## src/rtl/cu_ctrl_pkg.sv

```systemverilog
// Shared constants and types for the computational-unit program sequencer.
// Optional feature macro: CU_SEQ_HALT_EN (adds the HALT opcode and HALTED state).
package cu_ctrl_pkg;

  // Opcode prefixes
  localparam logic       OP_LOAD_PFX = 1'b0;
  localparam logic [1:0] OP_MOV_PFX  = 2'b10;
  localparam logic [2:0] OP_ALU_PFX  = 3'b110;
  localparam logic [2:0] OP_JUMP_PFX = 3'b111;

  // Jump condition codes
  localparam logic [1:0] CC_JMP = 2'b00;
  localparam logic [1:0] CC_JZ  = 2'b01;
  localparam logic [1:0] CC_JNZ = 2'b10;
  localparam logic [1:0] CC_NOP = 2'b11;

  localparam logic [7:0] NOP_BYTE  = 8'hF8;
  localparam logic [7:0] HALT_BYTE = 8'hFF;

  // Destination codes
  localparam logic [2:0] DST_X0 = 3'd0;
  localparam logic [2:0] DST_X1 = 3'd1;
  localparam logic [2:0] DST_Y0 = 3'd2;
  localparam logic [2:0] DST_Y1 = 3'd3;
  localparam logic [2:0] DST_O  = 3'd4;
  localparam logic [2:0] DST_M  = 3'd5;
  localparam logic [2:0] DST_I  = 3'd6;
  localparam logic [2:0] DST_DM = 3'd7;

  // Source code that triggers i auto-increment on MOV
  localparam logic [2:0] SRC_DM = 3'd7;

  // Extra data-bus sources beyond the register codes
  localparam logic [3:0] SRC_SEL_PM    = 4'd8;
  localparam logic [3:0] SRC_SEL_IPINS = 4'd9;

  // reg_en bit for r (ALU result) and i
  localparam int EN_R = 4;
  localparam int EN_I = 6;

  typedef enum logic [1:0] {
    ST_RESET,
    ST_RUN,
    ST_FLUSH
`ifdef CU_SEQ_HALT_EN
    , ST_HALTED
`endif
  } seq_state_t;

  // Map a destination code onto its one-hot register enable.
  function automatic logic [8:0] dst_enable(input logic [2:0] dst);
    logic [8:0] en;
    en = '0;
    case (dst)
      DST_X0:  en[0] = 1'b1;
      DST_X1:  en[1] = 1'b1;
      DST_Y0:  en[2] = 1'b1;
      DST_Y1:  en[3] = 1'b1;
      DST_O:   en[8] = 1'b1;
      DST_M:   en[5] = 1'b1;
      DST_I:   en[6] = 1'b1;
      default: en[7] = 1'b1;
    endcase
    return en;
  endfunction

endpackage

```

## src/rtl/cu_insn_decode.sv

```systemverilog
// Purely combinational decode of the instruction register into unit controls.
// Jump opcodes (including NOP and, when enabled, HALT) decode to all-zero controls.
module cu_insn_decode
  import cu_ctrl_pkg::*;
(
  input  logic [7:0] ir,
  output logic [8:0] reg_en,
  output logic [3:0] source_sel,
  output logic [3:0] ir_nibble,
  output logic       i_sel,
  output logic       x_sel,
  output logic       y_sel
);

  logic auto_inc;

  // Field decode per instruction class, then overlay i auto-increment.
  always_comb begin
    reg_en     = '0;
    source_sel = '0;
    ir_nibble  = '0;
    i_sel      = 1'b0;
    x_sel      = 1'b0;
    y_sel      = 1'b0;
    auto_inc   = 1'b0;
    if (ir[7] == OP_LOAD_PFX) begin
      reg_en     = dst_enable(ir[6:4]);
      source_sel = SRC_SEL_PM;
      ir_nibble  = ir[3:0];
      auto_inc   = (ir[6:4] == DST_DM);
    end else if (ir[7:6] == OP_MOV_PFX) begin
      reg_en     = dst_enable(ir[5:3]);
      // A self-move is meaningless, so that encoding reads the input pins.
      source_sel = (ir[2:0] == ir[5:3]) ? SRC_SEL_IPINS : {1'b0, ir[2:0]};
      auto_inc   = ((ir[5:3] == DST_DM) || (ir[2:0] == SRC_DM)) && (ir[5:3] != DST_I);
    end else if (ir[7:5] == OP_ALU_PFX) begin
      reg_en[EN_R] = 1'b1;
      x_sel        = ir[4];
      y_sel        = ir[3];
      ir_nibble    = {1'b0, ir[2:0]};
    end
    if (auto_inc) begin
      reg_en[EN_I] = 1'b1;
      i_sel        = 1'b1;
    end
  end

endmodule

```

## src/rtl/cu_program_sequencer.sv

```systemverilog
// Program sequencer: program counter, instruction register and fetch FSM.
// Optional feature macro: CU_SEQ_HALT_EN (8'hFF halts until sync_reset).
module cu_program_sequencer
  import cu_ctrl_pkg::*;
#(
  parameter int PC_W = 8
) (
  input  logic            clk,
  input  logic            sync_reset,
  input  logic [7:0]      pm_data,
  input  logic            r_eq_0,
  output logic [PC_W-1:0] pm_address,
  output logic [7:0]      ir,
  output logic [3:0]      ir_nibble,
  output logic [3:0]      source_sel,
  output logic [8:0]      reg_en,
  output logic            i_sel,
  output logic            x_sel,
  output logic            y_sel
);

  seq_state_t      state, state_nxt;
  logic [PC_W-1:0] pc_nxt;
  logic [7:0]      ir_nxt;
  logic            is_jump, taken, quiet;
  logic [8:0]      dec_reg_en;
  logic [3:0]      dec_source_sel, dec_ir_nibble;
  logic            dec_i_sel, dec_x_sel, dec_y_sel;

  cu_insn_decode u_decode (
    .ir         (ir),
    .reg_en     (dec_reg_en),
    .source_sel (dec_source_sel),
    .ir_nibble  (dec_ir_nibble),
    .i_sel      (dec_i_sel),
    .x_sel      (dec_x_sel),
    .y_sel      (dec_y_sel)
  );

  // State, pc and ir registers with synchronous reset.
  always_ff @(posedge clk) begin
    if (sync_reset) begin
      state      <= ST_RESET;
      pm_address <= '0;
      ir         <= NOP_BYTE;
    end else begin
      state      <= state_nxt;
      pm_address <= pc_nxt;
      ir         <= ir_nxt;
    end
  end

  // Next-state, pc and ir selection.
  always_comb begin
    state_nxt = state;
    pc_nxt    = pm_address;
    ir_nxt    = ir;
    is_jump   = (ir[7:5] == OP_JUMP_PFX) && (ir[4:3] != CC_NOP);
    taken     = (ir[4:3] == CC_JMP) ||
                ((ir[4:3] == CC_JZ)  &&  r_eq_0) ||
                ((ir[4:3] == CC_JNZ) && !r_eq_0);
    case (state)
      ST_RUN: begin
        if (is_jump) begin
          // pc already points at the target byte here.
          pc_nxt    = taken ? PC_W'(pm_data) : pm_address + PC_W'(1);
          ir_nxt    = NOP_BYTE;
          state_nxt = ST_FLUSH;
`ifdef CU_SEQ_HALT_EN
        end else if (ir == HALT_BYTE) begin
          state_nxt = ST_HALTED;
`endif
        end else begin
          pc_nxt = pm_address + PC_W'(1);
          ir_nxt = pm_data;
        end
      end
`ifdef CU_SEQ_HALT_EN
      ST_HALTED: begin
        state_nxt = ST_HALTED;
      end
`endif
      default: begin
        // RESET and FLUSH both hold a NOP and perform a plain fetch.
        pc_nxt    = pm_address + PC_W'(1);
        ir_nxt    = pm_data;
        state_nxt = ST_RUN;
      end
    endcase
  end

  // Output override: reset clears r through reg_en[4]; halt silences everything.
  always_comb begin
`ifdef CU_SEQ_HALT_EN
    quiet = (state == ST_HALTED) || (ir == HALT_BYTE);
`else
    quiet = 1'b0;
`endif
    reg_en     = dec_reg_en;
    source_sel = dec_source_sel;
    ir_nibble  = dec_ir_nibble;
    i_sel      = dec_i_sel;
    x_sel      = dec_x_sel;
    y_sel      = dec_y_sel;
    if (sync_reset || quiet) begin
      reg_en     = '0;
      source_sel = '0;
      ir_nibble  = '0;
      i_sel      = 1'b0;
      x_sel      = 1'b0;
      y_sel      = 1'b0;
      reg_en[EN_R] = sync_reset;
    end
  end

endmodule

```

## config.mk

```make
export PLATFORM = sky130hd
export DESIGN_NAME = cu_program_sequencer
export DESIGN_NICKNAME = d
export VERILOG_FILES = /design/src/rtl/cu_ctrl_pkg.sv /design/src/rtl/cu_insn_decode.sv /design/src/rtl/cu_program_sequencer.sv
export SDC_FILE = /design/constraint.sdc
export NUM_CORES = 1
export LEC_CHECK = 0
export BUFFER_PORTS_ARGS = -buffer_cell sky130_fd_sc_hd__buf_2
export CORE_UTILIZATION = 52
export CTS_BUF_LIST = sky130_fd_sc_hd__clkbuf_4 sky130_fd_sc_hd__clkbuf_8
export DETAILED_ROUTE_END_ITERATION = 16
export HOLD_SLACK_MARGIN = 0.12
export PLACE_DENSITY = 0.86
export SETUP_SLACK_MARGIN = 0.3
export SYNTH_ARGS = -nofsm -noshare
export SYNTH_HDL_FRONTEND = slang
export SYNTH_SLANG_ARGS = --single-unit
```

## constraint.sdc

```tcl
create_clock -name clk -period 4.2 [get_ports clk]
set_clock_uncertainty 0.15 [all_clocks]
set_input_delay 0.84 -clock clk [delete_from_list [all_inputs] [get_ports clk]]
set_output_delay 0.84 -clock clk [all_outputs]
set_load 0.05 [all_outputs]
```

==> impl_metrics.ini, run 1 <==
[clock_network]
cts_tree = yes
clockBufferDepth = 2
htreeDepth = 1
cts.sinks = 18
clkLatencyLatePin_ps = 300
root_buffer = clkbuf_4
clk_pin_slew_ps = 100
postCtsSetupRepairBufs = 0
cts-resized-gates = 0
cts_hold_buffers = 0
cts-buffers-inserted = 3

[route]
avgViaCountPerCell = 5.34
drc = 0
routed_wl_um = 2280
ant_nets = 0
wl_per_cell_um = 11.9
dr.pass1.iters = 4
drtIter0Drc = 9
vias = 1020

[pwr]
p_comb_share_pct = 27.8
internal-power_mw = 0.268
p_per_area_nw_per_um2 = 316
seq_power_share_pct = 47.1
ir_worst_vdd_v = 0.000235
switching_share_pct = 36.5
clkPwrFrac_pct = 25.1
p_switching_mw = 0.154
leakage_nw = 0.650

[setup_path]
cp.required_ps = 3210
crit_fanout = 23
crit_arrival_ps = 1950
r2r-start = ir[7]
cp_top_family = simple AND/OR/NAND/NOR gates
r2r_slack_ps = 2380
crit_path_start = sync_reset
path_cells = buf_2 -> nor2_1 -> nand2_1 -> nor2_1 -> and2_1 -> buf_2
crit_type = in -> out
cp-endpoint = source_sel[1]
crit_buf_inv = 2
slowest_delay_ps = 260
end_kind = output pin
r2r-end = pm_address[1]
reg2reg_depth = 4
start_kind = primary input
cp.depth = 6
cpMaxStageDelayCell = buf_2

[sta]
finalSetupViolCount = 0
tns_ps = 0
rsz0062_at_grt = false
finalCritPeriodShare_pct = 70.0
relSlewSlack_pct = 66.4
worst_hold_slack_ps = 447
fin_crit_ps = 2940
worstMarginPinSlew_ps = 503
setup_slack_ps = 1260
final_max_slew_viol_count = 0
finalHoldViolCount = 0
fmaxAchievable_mhz = 340

[grt]
antenna_found_initial = 0
track_usage_pct = 20.3
grt_pass1_wl_um = 3300
grt_max_degree = 24
overflow = 0
grt_pass1_vias = 775

[worst_hold_path]
hold_class = reg -> reg

[placed_design]
dp_hpwl_um = 1750
portBuffers = 46
gp_congestion = 0.727
pre_cts_slack_ps = 1250
dp_cells = 187

[synth]
synth-async-reset-ratio_pct = 0
synth_area_leader_cell = dfxtp_1
synth-seq-cells = 18
synth.distinct_cells = 34
synth_top_flop_cell = dfxtp_1
netlist_top_cells_area = dfxtp_1, a211oi_2, xor2_1, nor2_1, and2_1
synth-seq-area-share_pct = 33.1
ys_warn_count = 0
syn_nets = 134
synth_edf_count = 0
syn_avg_cell_area_um2 = 8.92
synth_top_area_share_pct = 33.1
syn_area_um2 = 1090
syn_inst = 122

[cells_and_area]
mostFrequentLayoutCells = buf_2, dfxtp_1, nor2_1
layout_commonest_cell = buf_2
final_core_util_pct = 68.1
post_route_cells_drive_above_1_share_pct = 39.0
diodes = 0
instances_no_fill = 191
nets = 177
synthToLayoutAreaGrowth_pct = 22.8
fill_cells = 189

[floorplanning]
ios = 47
rows = 16
die_h_um = 47.8
die_w_um = 47.8
die_area_um2 = 2280
start_util_pct = 55.5
coreArea_um2 = 1960

[outcome]
status = completed

[flow_run]
maxCapViolCount = 0
-- layout make-up --
cell class                      instances  area, um^2  share of cell area, %
Inverter                                2        7.51                  0.562
Clock buffer                            4        36.3                   2.72
Sequential cell                        18         360                   27.0
Multi-Input combinational cell         94         668                   50.0
Tap cell                               27        33.8                   2.53
Timing Repair Buffer                   46         230                   17.2
-- how the worst min path moves through the flow --
stage | from | end | cells after the start
floorplan | state[0] | state[0] | 2
global placement | pm_address[0] | pm_address[0] | 1
detailed placement | pm_address[0] | pm_address[0] | 1
CTS | pm_address[0] | pm_address[0] | 1
global route | pm_address[0] | pm_address[0] | 1
finish | pm_address[0] | pm_address[0] | 1
-- power groups by stage --
stage                     Combinational [mW]  Sequential [mW]  Clock, mW
after floorplan                       0.0704            0.224          0
after global placement                 0.116            0.202          0
after detailed placement               0.118            0.203          0
after CTS                              0.118            0.199      0.108
after global routing                   0.125            0.201      0.118
final                                  0.117            0.199      0.106
-- stage by stage --
step	total power, mW	instance area [um^2]
2_1_floorplan	0.295	1090
3_3_place_gp	0.317	1300
3_5_place_dp	0.320	1300
4_1_cts	0.425	1340
5_1_grt	0.445	1340
6_report	0.422	1340
-- per-layer routing --
metal	up-vias	track usage (%)	routed length (um)
met1	457	24.4	1000
met2	45	37.0	1080
li1	513	-	-
met4	0	6.67	40
met3	5	2.64	156
met5	-	0	0
-- cells in the mapped netlist (all sizes together) (2+ instances only) --
cell / instances
a211oi: 7
a21oi: 4
a31o: 2
and2: 8
and3: 3
and4b: 4
buf: 6
clkbuf: 2
dfxtp: 18
inv: 2
mux2i: 3
nand2: 8
nand2b: 8
nand3: 4
nand4: 2
nor2: 15
nor3: 5
nor3b: 2
o21ai: 2
o32a: 2
xor2: 8
-- state kept, by name, summed over array words and instances, names as in the netlist --
register / flops
ir: 8
pm_address: 8
state: 2
-- kinds of logic after synthesis --
logic type	count (synthesis)	synth area share, %
compound gates	19	17.0
simple gates	62	33.2
flops	18	33.1
xor+xnor	9	7.24
fa+ha+maj	1	1.15
buf+inv	10	5.52
mux	3	2.76
Power figures use the tool's default switching activity.
==> inputs of run 2 (changes only) <==
- CORE_UTILIZATION: 52 -> 49
- PLACE_DENSITY: 0.86 -> 0.82
- clock period: 4.2 -> 2.86 ns (I/O delays scaled with it)
==> run 2 against run 1 <==
Compared with the run above:
- cell count is 0.52% higher
- core utilization increased by 0.45 points
- combinational power up 53%
- design area rose by 3.7%
- register-to-register slack got worse by 1200 ps
- non-clock buffer count increased by 1
- via count up 0.49%
- sequential power up 47%
- routed wire length rose by 9.9%
- hold slack worse by 130 ps
- first-iteration DRC count shrank 22%
- critical path type is now reg -> out
==> impl_metrics.ini, run 2 (synthesized netlist as in run 1, its figures left out) <==
[setup_path]
crit_type = reg -> out
r2r-end = pm_address[4]
end_kind = output pin
path_cells = nand2b_1 -> a21o_1 -> a21oi_4 -> a31o_2 -> buf_2
cp.required_ps = 2140
start_kind = flop
reg2reg_depth = 4
crit_fanout = 14
r2r_slack_ps = 1190
cpMaxStageDelayCell = dfxtp_2
crit_arrival_ps = 1690
slowest_delay_ps = 540
r2r-start = ir[7]

[worst_hold_path]
hold-path-endpoint = ir[3]
min_path_cells = 2
hp-start = pm_data[3]
hold_class = in -> reg

[cells_and_area]
fill_cells = 189
largestRegisters = ir (8), pm_address (8), state (2)
final_cell_area_um2 = 1390
post_route_cells_drive_above_1_share_pct = 46.7
mostFrequentLayoutCells = buf_2, nor2_1, dfxtp_1
multiInputGateArea_um2 = 704
seq_area_um2 = 367
diodes = 0
synthToLayoutAreaGrowth_pct = 27.4
layout_commonest_cell = buf_2
nets = 178

[sta]
final_max_slew_viol_count = 0
worstMarginPinSlew_ps = 326
fmaxAchievable_mhz = 414
tns_ps = 0
finalSetupViolCount = 0
rsz0062_at_grt = false
finalCritPeriodShare_pct = 84.4
fin_crit_ps = 2410
relSlewSlack_pct = 78.3
finalHoldViolCount = 0

[grt]
grt_pass1_wl_um = 4390
grt_pass1_vias = 1002
grt_max_degree = 17
overflow = 0
track_usage_pct = 23.5
antenna_found_initial = 0

[placed_design]
portBuffers = 46
placed_area_um2 = 1340
gp_congestion = 0.726
dp_hpwl_um = 1930

[route]
ant_nets = 0
drc = 0
dr.pass1.iters = 4
avgViaCountPerCell = 5.34
vias = 1025
wl_per_cell_um = 13.1
drtIter0Drc = 7
routed_wl_um = 2510

[clock_network]
cts.sinks = 18
clockBufferDepth = 2
clkLatencyLatePin_ps = 300
cts-buffers-inserted = 3
postCtsSetupRepairBufs = 0
htreeDepth = 1
root_buffer = clkbuf_4
clk_pin_slew_ps = 100
cts_tree = yes

[floorplanning]
rows = 16
start_util_pct = 53.8
die_w_um = 49.1
die_area_um2 = 2410
ios = 47
die_h_um = 49.1
coreArea_um2 = 2020

[pwr]
ir_worst_vdd_v = 0.000343
leakage_nw = 0.657
p_per_area_nw_per_um2 = 454

[flow_run]
maxCapViolCount = 0

[outcome]
status = completed
==> run 2: changes by cell type in the layout (fill, tap and decap cells not counted) <==
cell,delta
nor3b_1,-1
dfxtp_1,-5
a21oi_1,-1
nor2_2,+2
dfxtp_2,+5
buf_4,+1
nor3_1,-3
nor3_2,+3
a21oi_4,+1
nor2_1,-2
nor3b_2,+1
==> run 2: power breakdown <==
part           leakage [nW]  total, mW  switching (mW)  internal (mW)
combinational         0.489      0.179           0.127         0.0525
sequential            0.147      0.293          0.0271          0.266
clock                0.0210      0.157          0.0791         0.0777
total                 0.657      0.629           0.233          0.396
==> run 2: worst max-delay path by stage <==
stage	startpoint	end	slack (ps)	depth (start not counted)
3_3_place_gp	sync_reset	source_sel[2]	590	6
5_1_grt	ir[6]	ir_nibble[0]	300	4
2_1_floorplan	ir[6]	x_sel	10	3
6_report	ir[6]	reg_en[6]	450	5
3_5_place_dp	sync_reset	source_sel[1]	570	6
4_1_cts	ir[5]	source_sel[3]	300	5
==> run 2: final cells by class <==
class	count	share of cell area, %
flip-flops and latches	18	26.4
multi-input cells	94	50.8
inverters	2	0.542
repair buffers	47	17.1
well taps	27	2.44
clock buffers	4	2.62
==> run 2: stage by stage <==
stage               cells  hold slack, ps  utilization (%)  power (mW)  setup slack, ps
finish                192             313             68.6       0.629              446
global route          192             315             68.6       0.660              301
floorplan             122             507                -       0.436             14.0
global placement      188             411             66.1       0.471              594
CTS                   192             310             68.0       0.631              302
detailed placement    188             423             66.1       0.477              570
==> run 2: critical path, delay by kind of cell, from the launching register on <==
kind,cells,cell delay (ps)
simple gates,1,140
flops,1,540
buf+inv,1,250
compound gates,3,460
==> run 2: repair_timing <==
action / in CTS / in global routing
gates resized for setup: 2 / 3
hold buffers: 0 / 0
setup endpoints to repair: 4 / 5
==> run 2: per-layer routing <==
layer | GRT usage, % | routed length, um | up-vias
met5 | 0 | 0 | -
met4 | 11.3 | 44 | 0
met3 | 2.18 | 114 | 5
met2 | 44.1 | 1310 | 32
met1 | 26.0 | 1030 | 475
li1 | - | - | 513
==> inputs of run 3 (changes only) <==
- CORE_UTILIZATION: 49 -> 44
- PLACE_DENSITY: 0.82 -> 0.78
- clock period: 2.86 -> 2.1 ns (I/O delays scaled with it)
==> run 3 against run 2 <==
Compared with the run above:
- largest power group unchanged
- power grew 60%
- sequential share of layout area is 6.9 points lower
- clock power up 39%
- the run now ends with negative setup slack left
- hold slack worse by 150 ps
- via count rose by 24%
- design area grew 43%
- combinational power is 120% higher
- critical endpoint is now source_sel[0]
==> impl_metrics.ini, run 3 (synthesized netlist as in run 1, its figures left out) <==
[pwr]
p_per_area_nw_per_um2 = 505
finalPower_mw = 1.00
leakage_nw = 0.864
ir_worst_vdd_v = 0.000468

[setup_path]
start_kind = flop
slowest_delay_ps = 390
crit_fanout = 6
r2r-end = pm_address[0]
r2r_slack_ps = 360
cp.required_ps = 1530
reg2reg_depth = 5
cp_top_family = simple AND/OR/NAND/NOR gates
path_cells = xor2_1 -> nor3_2 -> buf_4 -> nor2_2 -> nor2_4 -> buf_6
r2r-start = ir[5]
crit_type = reg -> out
cpMaxStageDelayCell = dfxtp_4
crit_buf_inv = 2
end_kind = output pin
crit_arrival_ps = 1640

[grt]
grt_pass1_wl_um = 5840
track_usage_pct = 30.7
grt_max_degree = 16
grt_pass1_vias = 1160
overflow = 0
antenna_found_initial = 0

[worst_hold_path]
hp-start = pm_data[3]
hold_class = in -> reg
hold-path-endpoint = ir[3]
min_path_cells = 2

[floorplanning]
die_w_um = 51.7
start_util_pct = 47.8
ios = 47
die_h_um = 51.7
die_area_um2 = 2680
coreArea_um2 = 2280
rows = 17

[cells_and_area]
final_cell_area_um2 = 1990
layout_commonest_cell = buf_2
post_route_cells_drive_above_1_share_pct = 68.3
seq_area_um2 = 388
diodes = 0
final_core_util_pct = 87.4
largestRegisters = ir (8), pm_address (8), state (2)
synthToLayoutAreaGrowth_pct = 82.6
multiInputGateArea_um2 = 905
mostFrequentLayoutCells = buf_2, buf_4, buf_6
nets = 202
fill_cells = 109

[sta]
worstMarginPinSlew_ps = 357
finalCritPeriodShare_pct = 105
setup_slack_ps = -106
fmaxAchievable_mhz = 453
finalHoldViolCount = 0
worst_hold_slack_ps = 159
fin_crit_ps = 2210
relSlewSlack_pct = 76.2
final_max_slew_viol_count = 0
finalSetupViolCount = 6
rsz0062_at_grt = true

[placed_design]
gp_congestion = 0.726
dp_hpwl_um = 1930
placed_area_um2 = 1520
portBuffers = 46
pre_cts_slack_ps = 127

[clock_network]
clk_pin_slew_ps = 100
cts-buffers-inserted = 3
cts.sinks = 18
htreeDepth = 1
cts_tree = yes
clockBufferDepth = 2
root_buffer = clkbuf_4
clkLatencyLatePin_ps = 300
cts_hold_buffers = 0

[route]
vias = 1276
drtIter0Drc = 56
drc = 0
wl_per_cell_um = 20.4
routed_wl_um = 4420
avgViaCountPerCell = 5.88
dr_wl_met3_um = 288
wl_met2_um = 2230
ant_nets = 0
dr.pass1.iters = 4
top_layer = met4
wl_met1_um = 1730

[outcome]
violations = negative setup slack
status = finished with violations

[flow_run]
maxCapViolCount = 0
run 3: cell types whose count changed in the layout (fill, tap and decap cells not counted), moves of 5 or more:
cell | before | now
buf_2 | 46 | 25
dfxtp_4 | 0 | 7
and2_4 | 0 | 5
and2_1 | 8 | 3
buf_6 | 0 | 13
buf_4 | 1 | 20
buf_8 | 0 | 9
run 3: how the worst max path moves through the flow:
| stage | cells after the start | startpoint | endpoint | slack (ps) |
|---|---|---|---|---|
| after global routing | 6 | ir[3] | source_sel[0] | -160 |
| after floorplan | 4 | ir[5] | reg_en[2] | 50 |
| after CTS | 4 | ir[5] | reg_en[5] | 7 |
| after detailed placement | 6 | sync_reset | source_sel[2] | 130 |
| final | 6 | ir[3] | source_sel[0] | -110 |
| after global placement | 6 | sync_reset | source_sel[1] | 170 |
run 3: power by group:
group          total (mW)  internal, mW  switching [mW]
clock network       0.218         0.106           0.113
registers           0.395         0.359          0.0362
logic               0.390         0.148           0.242
total                1.00         0.613           0.391
run 3: layout make-up:
class                      instances  share of cell area (%)
tap                               28                    1.76
sequential                        18                    19.5
timing repair buffer              70                    30.4
inverter                           2                    1.01
clock buffer                       4                    1.83
multi-input combinational         95                    45.5
run 3: metrics by stage:
| step | cells | setup TNS, ps |
|---|---|---|
| detailed placement | 191 | 0 |
| global placement | 191 | 0 |
| finish | 217 | -466 |
| global route | 217 | -932 |
| floorplan | 122 | 0 |
| CTS | 214 | 0 |
run 3: timing repair:
| item | CTS | global route |
|---|---|---|
| pin swaps | 8 | 7 |
| setup buffers | 19 | 2 |
| gates cloned | 0 | 1 |
| gates resized for setup | 59 | 19 |
| setup endpoints to repair | 20 | 26 |
run 3: worst register-to-register path: cells and delay by family, from the launching register on:
kind	cells	cell delay [ps]
AOI/OAI and AO/OA	1	280
DFF	1	420
and+or+nand+nor	2	580
buffers and inverters	2	250
run 3: routing by layer:
metal | up-vias | global-route usage [%]
met2 | 84 | 51.7
met4 | 0 | 18.9
met3 | 19 | 4.09
li1 | 564 | -
met5 | - | 0
met1 | 609 | 36.5
